[src/rtl/dec_job_scheduler.sv]
// rtl/dec_job_scheduler.sv - round-robin job arbiter feeding one decompressor with watchdog and completion queue
module dec_job_scheduler #(
    parameter int C_M_AXI_ADDR_WIDTH = 64,
    parameter int NUM_SLOTS          = 4,
    parameter int SLOT_W             = 2
) (
    input  logic                                    clk,
    input  logic                                    rst_n,
    input  logic [NUM_SLOTS-1:0]                    job_valid,
    output logic [NUM_SLOTS-1:0]                    job_ready,
    input  logic [NUM_SLOTS*C_M_AXI_ADDR_WIDTH-1:0] job_src_addr,
    input  logic [NUM_SLOTS*C_M_AXI_ADDR_WIDTH-1:0] job_des_addr,
    input  logic [NUM_SLOTS*32-1:0]                 job_comp_len,
    input  logic [NUM_SLOTS*32-1:0]                 job_decomp_len,
    output logic                                    dec_start,
    output logic [C_M_AXI_ADDR_WIDTH-1:0]           dec_src_addr,
    output logic [C_M_AXI_ADDR_WIDTH-1:0]           dec_des_addr,
    output logic [31:0]                             dec_comp_len,
    output logic [31:0]                             dec_decomp_len,
    input  logic                                    dec_done,
    input  logic                                    dec_idle,
    input  logic [31:0]                             timeout_cycles,
    output logic                                    cmpl_valid,
    output logic [SLOT_W-1:0]                       cmpl_slot,
    output logic [1:0]                              cmpl_status,
    input  logic                                    cmpl_ready,
    output logic                                    busy
);

    localparam int AW = C_M_AXI_ADDR_WIDTH;

    typedef enum logic [1:0] {S_IDLE, S_START, S_WAIT, S_CMPL} state_t;

    state_t              state_q;
    logic [AW-1:0]       dec_src_q;
    logic [AW-1:0]       dec_des_q;
    logic [31:0]         dec_comp_q;
    logic [31:0]         dec_decomp_q;
    logic [SLOT_W-1:0]   cur_slot_q;
    logic [SLOT_W-1:0]   last_grant_q;
    logic                cmpl_valid_q;
    logic [SLOT_W-1:0]   cmpl_slot_q;
    logic [1:0]          cmpl_status_q;
    logic [31:0]         wait_cnt_q;
    logic                done_q;

    logic [AW-1:0]       src_arr    [NUM_SLOTS];
    logic [AW-1:0]       des_arr    [NUM_SLOTS];
    logic [31:0]         comp_arr   [NUM_SLOTS];
    logic [31:0]         decomp_arr [NUM_SLOTS];

    genvar k;
    generate
        for (k = 0; k < NUM_SLOTS; k++) begin : g_unpack
            assign src_arr[k]    = job_src_addr[k*AW +: AW];
            assign des_arr[k]    = job_des_addr[k*AW +: AW];
            assign comp_arr[k]   = job_comp_len[k*32 +: 32];
            assign decomp_arr[k] = job_decomp_len[k*32 +: 32];
        end
    endgenerate

    // Search starts one past the last served slot so every requester gets a turn.
    logic              grant_vld;
    logic [SLOT_W-1:0] grant_idx;
    logic [SLOT_W-1:0] cand;

    always_comb begin
        grant_vld = 1'b0;
        grant_idx = '0;
        cand      = '0;
        for (int i = 1; i <= NUM_SLOTS; i++) begin
            cand = SLOT_W'((int'(last_grant_q) + i) % NUM_SLOTS);
            if (!grant_vld && job_valid[cand]) begin
                grant_vld = 1'b1;
                grant_idx = cand;
            end
        end
    end

    logic zero_len;
    logic done_edge;
    logic timeout_hit;

    assign zero_len    = (comp_arr[grant_idx] == 32'd0) || (decomp_arr[grant_idx] == 32'd0);
    assign done_edge   = dec_done && !done_q;
    assign timeout_hit = (timeout_cycles != 32'd0) && (wait_cnt_q == timeout_cycles - 32'd1);

    always_ff @(posedge clk or negedge rst_n) begin
        if (!rst_n) begin
            state_q       <= S_IDLE;
            dec_src_q     <= '0;
            dec_des_q     <= '0;
            dec_comp_q    <= '0;
            dec_decomp_q  <= '0;
            cur_slot_q    <= '0;
            last_grant_q  <= SLOT_W'(NUM_SLOTS - 1);
            cmpl_valid_q  <= 1'b0;
            cmpl_slot_q   <= '0;
            cmpl_status_q <= 2'd0;
            wait_cnt_q    <= '0;
            done_q        <= 1'b0;
        end else begin
            done_q <= dec_done;
            case (state_q)
                S_IDLE: begin
                    if (grant_vld) begin
                        cur_slot_q   <= grant_idx;
                        dec_src_q    <= src_arr[grant_idx];
                        dec_des_q    <= des_arr[grant_idx];
                        dec_comp_q   <= comp_arr[grant_idx];
                        dec_decomp_q <= decomp_arr[grant_idx];
                        if (zero_len) begin
                            state_q       <= S_CMPL;
                            cmpl_valid_q  <= 1'b1;
                            cmpl_slot_q   <= grant_idx;
                            cmpl_status_q <= 2'd2;
                        end else begin
                            state_q <= S_START;
                        end
                    end
                end
                S_START: begin
                    if (dec_idle) begin
                        state_q    <= S_WAIT;
                        wait_cnt_q <= '0;
                    end
                end
                S_WAIT: begin
                    wait_cnt_q <= wait_cnt_q + 32'd1;
                    // A done edge landing on the watchdog's last cycle still counts as success.
                    if (done_edge || timeout_hit) begin
                        state_q       <= S_CMPL;
                        cmpl_valid_q  <= 1'b1;
                        cmpl_slot_q   <= cur_slot_q;
                        cmpl_status_q <= done_edge ? 2'd0 : 2'd1;
                    end
                end
                S_CMPL: begin
                    if (cmpl_ready) begin
                        cmpl_valid_q <= 1'b0;
                        last_grant_q <= cur_slot_q;
                        state_q      <= S_IDLE;
                    end
                end
                default: state_q <= S_IDLE;
            endcase
        end
    end

    assign job_ready      = (state_q == S_IDLE && grant_vld) ? (NUM_SLOTS'(1) << grant_idx) : '0;
    assign dec_start      = (state_q == S_START) && dec_idle;
    assign busy           = (state_q != S_IDLE);
    assign dec_src_addr   = dec_src_q;
    assign dec_des_addr   = dec_des_q;
    assign dec_comp_len   = dec_comp_q;
    assign dec_decomp_len = dec_decomp_q;
    assign cmpl_valid     = cmpl_valid_q;
    assign cmpl_slot      = cmpl_slot_q;
    assign cmpl_status    = cmpl_status_q;

endmodule

[config.mk]
export PLATFORM = sky130hd
export DESIGN_NAME = dec_job_scheduler
export DESIGN_NICKNAME = d
export VERILOG_FILES = /design/src/rtl/dec_job_scheduler.sv
export SDC_FILE = /design/constraint.sdc
export NUM_CORES = 1
export LEC_CHECK = 0
export ABC_AREA = 1
export BUFFER_PORTS_ARGS = -buffer_cell sky130_fd_sc_hd__buf_4
export CAP_MARGIN = 20
export CELL_PAD_IN_SITES_DETAIL_PLACEMENT = 1
export CELL_PAD_IN_SITES_GLOBAL_PLACEMENT = 1
export CORE_AREA = 5 5 394 396
export CTS_BUF_LIST = sky130_fd_sc_hd__clkbuf_4 sky130_fd_sc_hd__clkbuf_8
export DETAILED_ROUTE_END_ITERATION = 6
export DIE_AREA = 0 0 399 401
export HOLD_SLACK_MARGIN = 0.02
export PLACE_DENSITY_LB_ADDON = 0.1
export SLEW_MARGIN = 10
export SYNTH_ARGS = -nofsm -noshare
export SYNTH_HDL_FRONTEND = slang
export SYNTH_SLANG_ARGS = --single-unit
[constraint.sdc]
create_clock -name clk -period 4.6 [get_ports clk]
set_clock_uncertainty 0.05 [all_clocks]
set_input_delay 0 -clock clk [delete_from_list [all_inputs] [get_ports clk]]
set_output_delay 0 -clock clk [all_outputs]
set_load 0.02 [all_outputs]
==> results.md, run 1 <==
* Max_cap viols at 0
* Post-DP HPWL at 112 mm
* Slew HR at 0.392
* Max incr delay on CP at 640 ps
* Later-pin clock latency in the skew report at 680 ps
* Placed cell areas at 0.0265 mm2
* CTS tree: built
* Synth Flop Type: dfrtp_1
* Average wire per cell in the routed design at 23.2 um
* Starting Density at 0.110
* Hold Fails Final Rpt at 0
* IO Port Bufs at 1011
* Nets at 5133
* Leak at 0.0162 uW
* Sequential share of the synthesized area at 0.356
* Fin crit share at 0.933
* Slew Limit Fails at 0
* Non-filler cells, final at 6436
* Io pins at 1012
* Syn_area_per_cell at 6.53 um2
* Synth warn at 0
* Status: finished, final reports clean
* Via count at 25500
* # clock sinks at 236
* Mapped Cells at 2542
* Placed Cells at 5441
* Post-DR vias/cell at 3.96
* Critical path peak fanout at 46
* Final Instance Area at 0.0364 mm2
* Crit Path Class: flop to flop
* CP Launch Type: flop
* Reg clk slew, reported paths at 70 ps
* Fraction of layout instances using a drive strength above 1 at 0.275
* EDFF count, synth at 0
* Clock Tree Buf Depth at 3
* Vias in the first global route at 27700
* Final Critical Period at 4290 ps
* GR Overflow Total at 0
* Root buffer cell: clkbuf_8
* VDD IR max at 0.000450 V
* Initial antenna violation count at 74
* Critical Path AT at 4870 ps
* Hold Crit Class: primary input to flop
* Max Fclk at 233 MHz
* Commonest non-fill, non-tap cell in the layout: buf_4
* Synthesized cell area at 0.0166 mm2
* Critical Path End Type: flop
* GR Util All Layers at 0.175
* Synth unique cells at 41
* Worst Tran Pin Value at 911 ps
* WP data required at 5170 ps
* Die width at 399 um
* Final GP Congestion at 0.800
* # rows at 143
* DR DRC count at 0
* Total wire length at 150 mm
* Total nets after synthesis at 3357
* Pwr dens at 843 mW/mm2
* Largest net degree at the start of global routing at 175
* Setup TNS at 0 ps
* DRT iter0 DRCs at 1207
* Die Height at 401 um
* H-tree levels at 2
* First-pass GRT wire length at 205 mm
* Synthesized flop and latch total at 236
* Slowest-stage cell, CP: dfstp_2
* Total die area at 0.160 mm2
* CTS Buf Count at 61
* P&R area growth vs syn at 119%
* Most frequent CP cell: nand2_1
* Final setup violating endpoints at 0
* Core area at 0.151 mm2
* DRT Pass-1 Iters at 5
* Most frequent cells in the layout: 1036 x buf_4, 834 x dlygate4sd3_1, 599 x nor2_1
* Antenna Violating Nets Remaining at 0
* Crit path cell chain: inv_4, nand2_1, nand2_1, nand2_1, nand2_1, nor2_4, nand2_1, o21ai_4, buf_4, buf_6, nor2_1, o21ai_0, dlygate4sd3_1, a31oi_1, dlygate4sd3_1
* Ys async rst share at 1.00
* RSZ-0062 raised after global routing: false
power by group:
group          internal, uW  switching [uW]  leakage, uW
clock                  1780            1340     0.000705
sequential             3120             624      0.00285
combinational         10300           13500       0.0127
logic make-up after synthesis:
| family | count (synthesis) | synth area share |
|---|---|---|
| simple gates | 1501 | 0.374 |
| compound gates | 506 | 0.180 |
| buf+inv | 257 | 0.0654 |
| flops | 236 | 0.356 |
| xor+xnor | 36 | 0.0207 |
| fa+ha+maj | 6 | 0.00452 |
metrics by stage:
step | util | hold WS (ps) | setup slack (ps) | power [uW]
3_3_place_gp | 0.175 | -59.8 | 404 | 21900
4_1_cts | 0.239 | 20.6 | 16.6 | 30800
6_report | 0.241 | 144 | 308 | 30700
2_1_floorplan | - | -346 | 1880 | 14000
3_5_place_dp | 0.175 | -56.1 | 312 | 21900
5_1_grt | 0.241 | 106 | 46.9 | 33500
critical path, delay by kind of cell, from the launching register on:
kind	cells	cell delay (ps)
simple gates	7	720
buf+inv	5	2380
flops	1	640
compound gates	3	380
path summary, 6_finish.rpt:
| check | start | to | slack (ps) | cells after the start |
|---|---|---|---|---|
| max | last_grant_q[0] | dec_src_addr[13] | 310 | 15 |
| min | job_src_addr[81] | dec_src_addr[17] | 140 | 4 |
| max reg2reg | last_grant_q[0] | dec_src_addr[13] | 310 | 15 |
| min reg2reg | cmpl_valid | cmpl_valid | 440 | 2 |
| max in group asynchronous | rst_n | dec_des_addr[38] | 3290 | 4 |
| min in group asynchronous | rst_n | dec_comp_len[18] | 410 | 4 |
layer usage:
metal  share of wire  GRT usage
met2            0.50      0.315
met4           0.024     0.0459
met5         0.00088          0
met3           0.062     0.0447
met1            0.41      0.207
flip-flops by register name (all words and copies together) (netlist names):
| register | cells |
|---|---|
| cmpl_slot | 2 |
| cmpl_status | 2 |
| cmpl_valid | 1 |
| cur_slot_q | 2 |
| dec_comp_len | 32 |
| dec_decomp_len | 32 |
| dec_des_addr | 64 |
| dec_src_addr | 64 |
| done_q | 1 |
| last_grant_q | 2 |
| state_q | 2 |
| wait_cnt_q | 32 |
Yosys cell counts (3+ instances only):
| cell | count | area share |
|---|---|---|
| a31oi_1 | 76 | 0.029 |
| nand2_2 | 5 | 0.0019 |
| buf_4 | 6 | 0.0027 |
| nand2_1 | 535 | 0.12 |
| nor2_1 | 600 | 0.14 |
| o31ai_1 | 3 | 0.0014 |
| ha_1 | 6 | 0.0045 |
| nor3_1 | 23 | 0.0069 |
| nand3_1 | 288 | 0.087 |
| clkbuf_1 | 96 | 0.022 |
| nor4_1 | 5 | 0.0019 |
| buf_6 | 5 | 0.0034 |
| inv_1 | 74 | 0.017 |
| o221ai_1 | 53 | 0.028 |
| a21oi_1 | 24 | 0.0072 |
| buf_2 | 47 | 0.014 |
| dfrtp_1 | 234 | 0.35 |
| nor2_2 | 3 | 0.0011 |
| or2_2 | 8 | 0.0030 |
| nand3b_1 | 6 | 0.0027 |
| buf_1 | 24 | 0.0054 |
| inv_2 | 4 | 0.00090 |
| o21bai_1 | 53 | 0.024 |
| xnor2_1 | 11 | 0.0058 |
| o21ai_0 | 292 | 0.088 |
| xor2_1 | 23 | 0.012 |
| nor3b_1 | 3 | 0.0014 |
| nand4_1 | 18 | 0.0068 |
what timing repair did:
item / in CTS / in global routing
resized for setup: 0 / 7
endpoints found under the setup margin: 0 / 42
endpoints found under the hold margin: 455 / 0
buffers inserted: 0 / 4
hold buffers: 835 / 0
cell type report:
type | instances | area (um2)
clock buffer | 97 | 1180
fill | 18300 | 115000
timing repair buffer | 1888 | 16500
tap | 2030 | 2540
multi-input combinational | 2052 | 9730
inverter | 79 | 312
antenna | 42 | 105
clock inverter | 12 | 146
sequential | 236 | 5910
Note: power is estimated with default switching activity, not from simulation.
==> run 2: changes to the inputs <==
--- a/config.mk
+++ b/config.mk
@@ -14,7 +14,9 @@
 export CTS_BUF_LIST = sky130_fd_sc_hd__clkbuf_4 sky130_fd_sc_hd__clkbuf_8
 export DETAILED_ROUTE_END_ITERATION = 6
 export DIE_AREA = 0 0 399 401
+export GPL_ROUTABILITY_DRIVEN = 0
 export HOLD_SLACK_MARGIN = 0.02
+export MAX_ROUTING_LAYER = met4
 export PLACE_DENSITY_LB_ADDON = 0.1
 export SLEW_MARGIN = 10
 export SYNTH_ARGS = -nofsm -noshare
==> results.md, run 2 (same netlist as run 1, synthesis figures left out) <==
* R2r endpoint: dec_src_addr[14]
* DRT iter0 DRCs at 1119
* Die Height at 401 um
* Final setup violating endpoints at 0
* IO Port Bufs at 1011
* Nets at 5135
* Worst setup path startpoint: last_grant_q[0]
* Via count at 25400
* Critical Path AT at 4870 ps
* Root buffer cell: clkbuf_8
* Commonest non-fill, non-tap cell in the layout: buf_4
* CTS Buf Count at 61
* Slew Limit Fails at 0
* Starting Density at 0.110
* Final Critical Period at 4310 ps
* Leak at 0.0162 uW
* P&R area growth vs syn at 120%
* Crit path cell chain: inv_4, nand2_1, nand2_1, nand2_1, nand2_1, nand2_1, nand2_2, nor2_4, nand2_8, nand2_8, inv_8, buf_16, o21ai_0, o221ai_1, dlygate4sd3_1, dlygate4sd3_1
* Final hold slack at 144 ps
* GR Overflow Total at 0
* Most frequent CP cell: nand2_1
* Fin crit share at 0.938
* Status: finished, final reports clean
* RSZ-0062 raised after global routing: false
* DRT Pass-1 Iters at 5
* Worst Tran Pin Value at 851 ps
* Final Instance Area at 0.0365 mm2
* Antenna Violating Nets Remaining at 0
* Hold path startpoint: job_src_addr[81]
* Reg-to-reg slack, setup at 290 ps
* Io pins at 1012
* # clock sinks at 236
* Total die area at 0.160 mm2
* VDD IR max at 0.000466 V
* Vias in the first global route at 27800
* Critical Path End Type: flop
* Total wire length at 150 mm
* DR DRC count at 0
* First-pass GRT wire length at 205 mm
* Slew HR at 0.433
* WP data required at 5150 ps
* CTS tree: built
* # rows at 143
* Post-DP HPWL at 112 mm
* Slowest-stage cell, CP: dfstp_2
* Post-DR vias/cell at 3.93
* Initial antenna violation count at 72
* Average wire per cell in the routed design at 23.3 um
* Max incr delay on CP at 640 ps
* Later-pin clock latency in the skew report at 690 ps
* Hold Path Cell Cnt at 4
* Max_cap viols at 0
* Setup TNS at 0 ps
* Crit Path Class: flop to flop
* Die width at 399 um
* Hold Crit Class: primary input to flop
* Clock Tree Buf Depth at 3
* Max Fclk at 232 MHz
* Fraction of layout instances using a drive strength above 1 at 0.276
* Largest net degree at the start of global routing at 175
* Core area at 0.151 mm2
* GR Util All Layers at 0.180
* H-tree levels at 2
* Hold Fails Final Rpt at 0
* Hold Path End: dec_src_addr[17]
* Critical path peak fanout at 57
* Worst R2R Start: last_grant_q[0]
* Most frequent cells in the layout: 1037 x buf_4, 834 x dlygate4sd3_1, 599 x nor2_1
* CP Launch Type: flop
* Placed cell areas at 0.0265 mm2
* Cell count of the worst reg-to-reg path at 16
* Pwr dens at 844 mW/mm2
* Reg clk slew, reported paths at 60 ps
-- run 2: changes by cell type in the layout (fill, tap and decap cells not counted) --
cell     change
buf_12       +1
buf_16       -1
buf_4        +1
buf_6        +1
diode_2     +10
nand2_1      -1
nand2_2      +1
nand2_4      -1
nand2_8      +1
-- run 2: worst max path at each step --
stage,to,slack (ps),depth (start not counted)
after global routing,cmpl_slot[1],10,23
after CTS,dec_src_addr[14],20,15
after detailed placement,cmpl_slot[1],310,22
after floorplan,wait_cnt_q[29],1880,22
final,dec_src_addr[14],290,16
after global placement,cmpl_status[1],400,22
-- run 2: through the flow --
stage / total power [uW] / worst slack (ps) / util / std cells
5_1_grt: 33600 / 11.9 / 0.241 / 6442
2_1_floorplan: 14000 / 1880 / - / 2542
3_5_place_dp: 21900 / 312 / 0.175 / 5441
6_report: 30800 / 287 / 0.241 / 6448
4_1_cts: 30800 / 16.6 / 0.239 / 6385
3_3_place_gp: 21900 / 404 / 0.175 / 5441
-- run 2: worst max-delay path, delay by kind of cell, from the launching register on --
kind	cells	cell delay [ps]
compound gates	2	430
buf+inv	5	1710
flops	1	640
simple gates	9	1310
-- run 2: cell type report --
class	instances	area, um2
repair buffers	1890	16500
well taps	2030	2540
diodes	52	130
fillers	18300	115000
inverters	79	312
flip-flops and latches	236	5910
clock inverters	12	146
multi-input cells	2052	9740
clock buffers	97	1180
-- run 2: metal layers --
layer	wire length (um)	up-vias	global-route usage
met2	75400	694	0.316
li1	-	12200	-
met1	62100	12300	0.208
met5	0	-	-
met4	3040	0	0.0419
met3	9440	162	0.0430
-- run 2: report_power, final --
| part | internal (uW) | switching [uW] | total [uW] |
|---|---|---|---|
| combinational | 10400 | 13600 | 23900 |
| clock | 1780 | 1340 | 3120 |
| sequential | 3120 | 623 | 3740 |
-- run 2: timing repair --
item,in CTS,in global routing
resized for setup,0,9
endpoints found under the setup margin,0,42
hold buffers,835,0
hold endpoints to repair,455,0
setup buffers,0,6
==> run 3: changes to the inputs <==
--- a/config.mk
+++ b/config.mk
@@ -10,10 +10,10 @@
 export CAP_MARGIN = 20
 export CELL_PAD_IN_SITES_DETAIL_PLACEMENT = 1
 export CELL_PAD_IN_SITES_GLOBAL_PLACEMENT = 1
-export CORE_AREA = 5 5 394 396
+export CORE_AREA = 2 2 391 393
 export CTS_BUF_LIST = sky130_fd_sc_hd__clkbuf_4 sky130_fd_sc_hd__clkbuf_8
 export DETAILED_ROUTE_END_ITERATION = 6
-export DIE_AREA = 0 0 399 401
+export DIE_AREA = 0 0 393 395
 export GPL_ROUTABILITY_DRIVEN = 0
 export HOLD_SLACK_MARGIN = 0.02
 export MAX_ROUTING_LAYER = met4
==> results.md, run 3 (same netlist as run 1, synthesis figures left out) <==
* Max incr delay on CP at 640 ps
* Reg-to-reg slack, setup at 410 ps
* Hold Crit Class: primary input to flop
* Crit Path Class: flop to flop
* VDD IR max at 0.000629 V
* Non-filler cells, final at 6321
* Register area at 0.00591 mm2
* Hold path startpoint: job_des_addr[17]
* Total die area at 0.155 mm2
* First-pass GRT wire length at 198 mm
* Pwr dens at 888 mW/mm2
* Hold Path Cell Cnt at 4
* Fin crit share at 0.911
* CTS Buf Count at 60
* Hold Path End: dec_des_addr[17]
* # rows at 143
* Max_cap viols at 0
* Worst R2R Start: last_grant_q[0]
* Slew HR at 0.378
* Slowest-stage cell, CP: dfstp_2
* Worst Tran Pin Value at 933 ps
* Crit path cell chain: inv_4, nand2_1, nand2_1, nand2_1, nand2_1, nand2_1, nand2_1, nor2_2, nand2_4, nand2_8, clkinv_16, buf_16, o21ai_1, o221ai_1, dlygate4sd3_1, dlygate4sd3_1
* Most frequent CP cell: nand2_1
* CTS tree: built
* Critical Path End Type: flop
* Slew Limit Fails at 0
* Die width at 393 um
* Critical path peak fanout at 87
* Reg clk slew, reported paths at 60 ps
* H-tree levels at 2
* DRT Pass-1 Iters at 5
* Via count at 24900
* Nets at 5018
* Top Family by Delay on Critical Path: buffers and inverters
* Average wire per cell in the routed design at 22.9 um
* GR Overflow Total at 0
* Vias in the first global route at 27300
* Core area at 0.151 mm2
* Multi-input logic area at 0.00969 mm2
* Cell count of the worst reg-to-reg path at 16
* CP Launch Type: flop
* Buf/Inv on CP at 5
* Most frequent cells in the layout: 1027 x buf_4, 725 x dlygate4sd3_1, 599 x nor2_1
* P&R area growth vs syn at 113%
* Post-DR vias/cell at 3.94
* Pre-CTS setup slack at 776 ps
* Final worst slack at 408 ps
* Fillers at 18300
* DRT iter0 DRCs at 975
* Final setup violating endpoints at 0
* Total wire length at 145 mm
* Placed Cells at 5433
* GR Util All Layers at 0.182
* Max Fclk at 239 MHz
* RSZ-0062 raised after global routing: false
* Io pins at 1012
* Root buffer cell: clkbuf_8
* IO Port Bufs at 1011
* Die Height at 395 um
* Initial antenna violation count at 58
* Critical Path AT at 4760 ps
* Status: finished, final reports clean
* Later-pin clock latency in the skew report at 710 ps
* Clock Tree Buf Depth at 3
* R2r endpoint: dec_des_addr[21]
* DR DRC count at 0
* Antenna Violating Nets Remaining at 0
* Commonest non-fill, non-tap cell in the layout: buf_4
* WP data required at 5170 ps
* Starting Density at 0.110
* # clock sinks at 236
* Post-DP HPWL at 108 mm
* Hold Fails Final Rpt at 0
* Largest net degree at the start of global routing at 151
* Final Critical Period at 4190 ps
* Fraction of layout instances using a drive strength above 1 at 0.282
* Setup TNS at 0 ps
* Leak at 0.0158 uW
==> run 3: per-layer routing <==
layer,up-vias,global-route usage,wire length [um]
met4,0,0.0506,3440
met3,159,0.0505,9690
li1,11900,-,-
met5,-,-,0
met1,12100,0.205,59100
met2,643,0.312,72400
==> run 3: final cells by class <==
cell class,count,share of cell area
clock buffers,102,0.0354
well taps,2030,0.0717
flip-flops and latches,236,0.167
diodes,40,0.00283
inverters,79,0.00932
repair buffers,1775,0.436
multi-input cells,2051,0.274
clock inverters,8,0.00480
==> run 3: timing repair <==
| item | 4_1_cts | 5_1_grt |
|---|---|---|
| hold buffers | 726 | 0 |
| setup buffers | 0 | 8 |
| endpoints found under the setup margin | 0 | 117 |
| resized for setup | 0 | 13 |
| endpoints found under the hold margin | 457 | 0 |
==> run 3: power by group <==
part	switching, uW	internal [uW]	total (uW)
sequential	644	3120	3760
combinational	13500	10900	24400
clock	1320	1970	3290
==> run 3: worst max-delay path by stage <==
stage / start / to / slack, ps / depth (start not counted)
4_1_cts: last_grant_q[0] / dec_des_addr[21] / 30 / 15
6_report: last_grant_q[0] / dec_des_addr[21] / 410 / 16
3_3_place_gp: last_grant_q[0] / cmpl_status[1] / 720 / 23
5_1_grt: last_grant_q[0] / cmpl_slot[0] / 9 / 21
3_5_place_dp: last_grant_q[0] / cmpl_slot[0] / 780 / 23
2_1_floorplan: state_q[0] / wait_cnt_q[29] / 1880 / 22
==> run 3: tightest hold or removal path: stages <==
cell and delay, ps:
buf_4 80, o21ai_0 80, a31oi_1 150, dlygate4sd3_1 550
==> run 3: stage by stage <==
| step | cell area [um2] | hold WS (ps) | total power (uW) | util |
|---|---|---|---|---|
| 6_report | 35400 | 119 | 31500 | 0.234 |
| 5_1_grt | 35400 | 72.1 | 34300 | 0.234 |
| 4_1_cts | 35100 | 20.2 | 31300 | 0.232 |
| 3_5_place_dp | 26400 | -163 | 21700 | 0.175 |
| 3_3_place_gp | 26400 | -169 | 21800 | 0.175 |
| 2_1_floorplan | 16600 | -346 | 14000 | - |
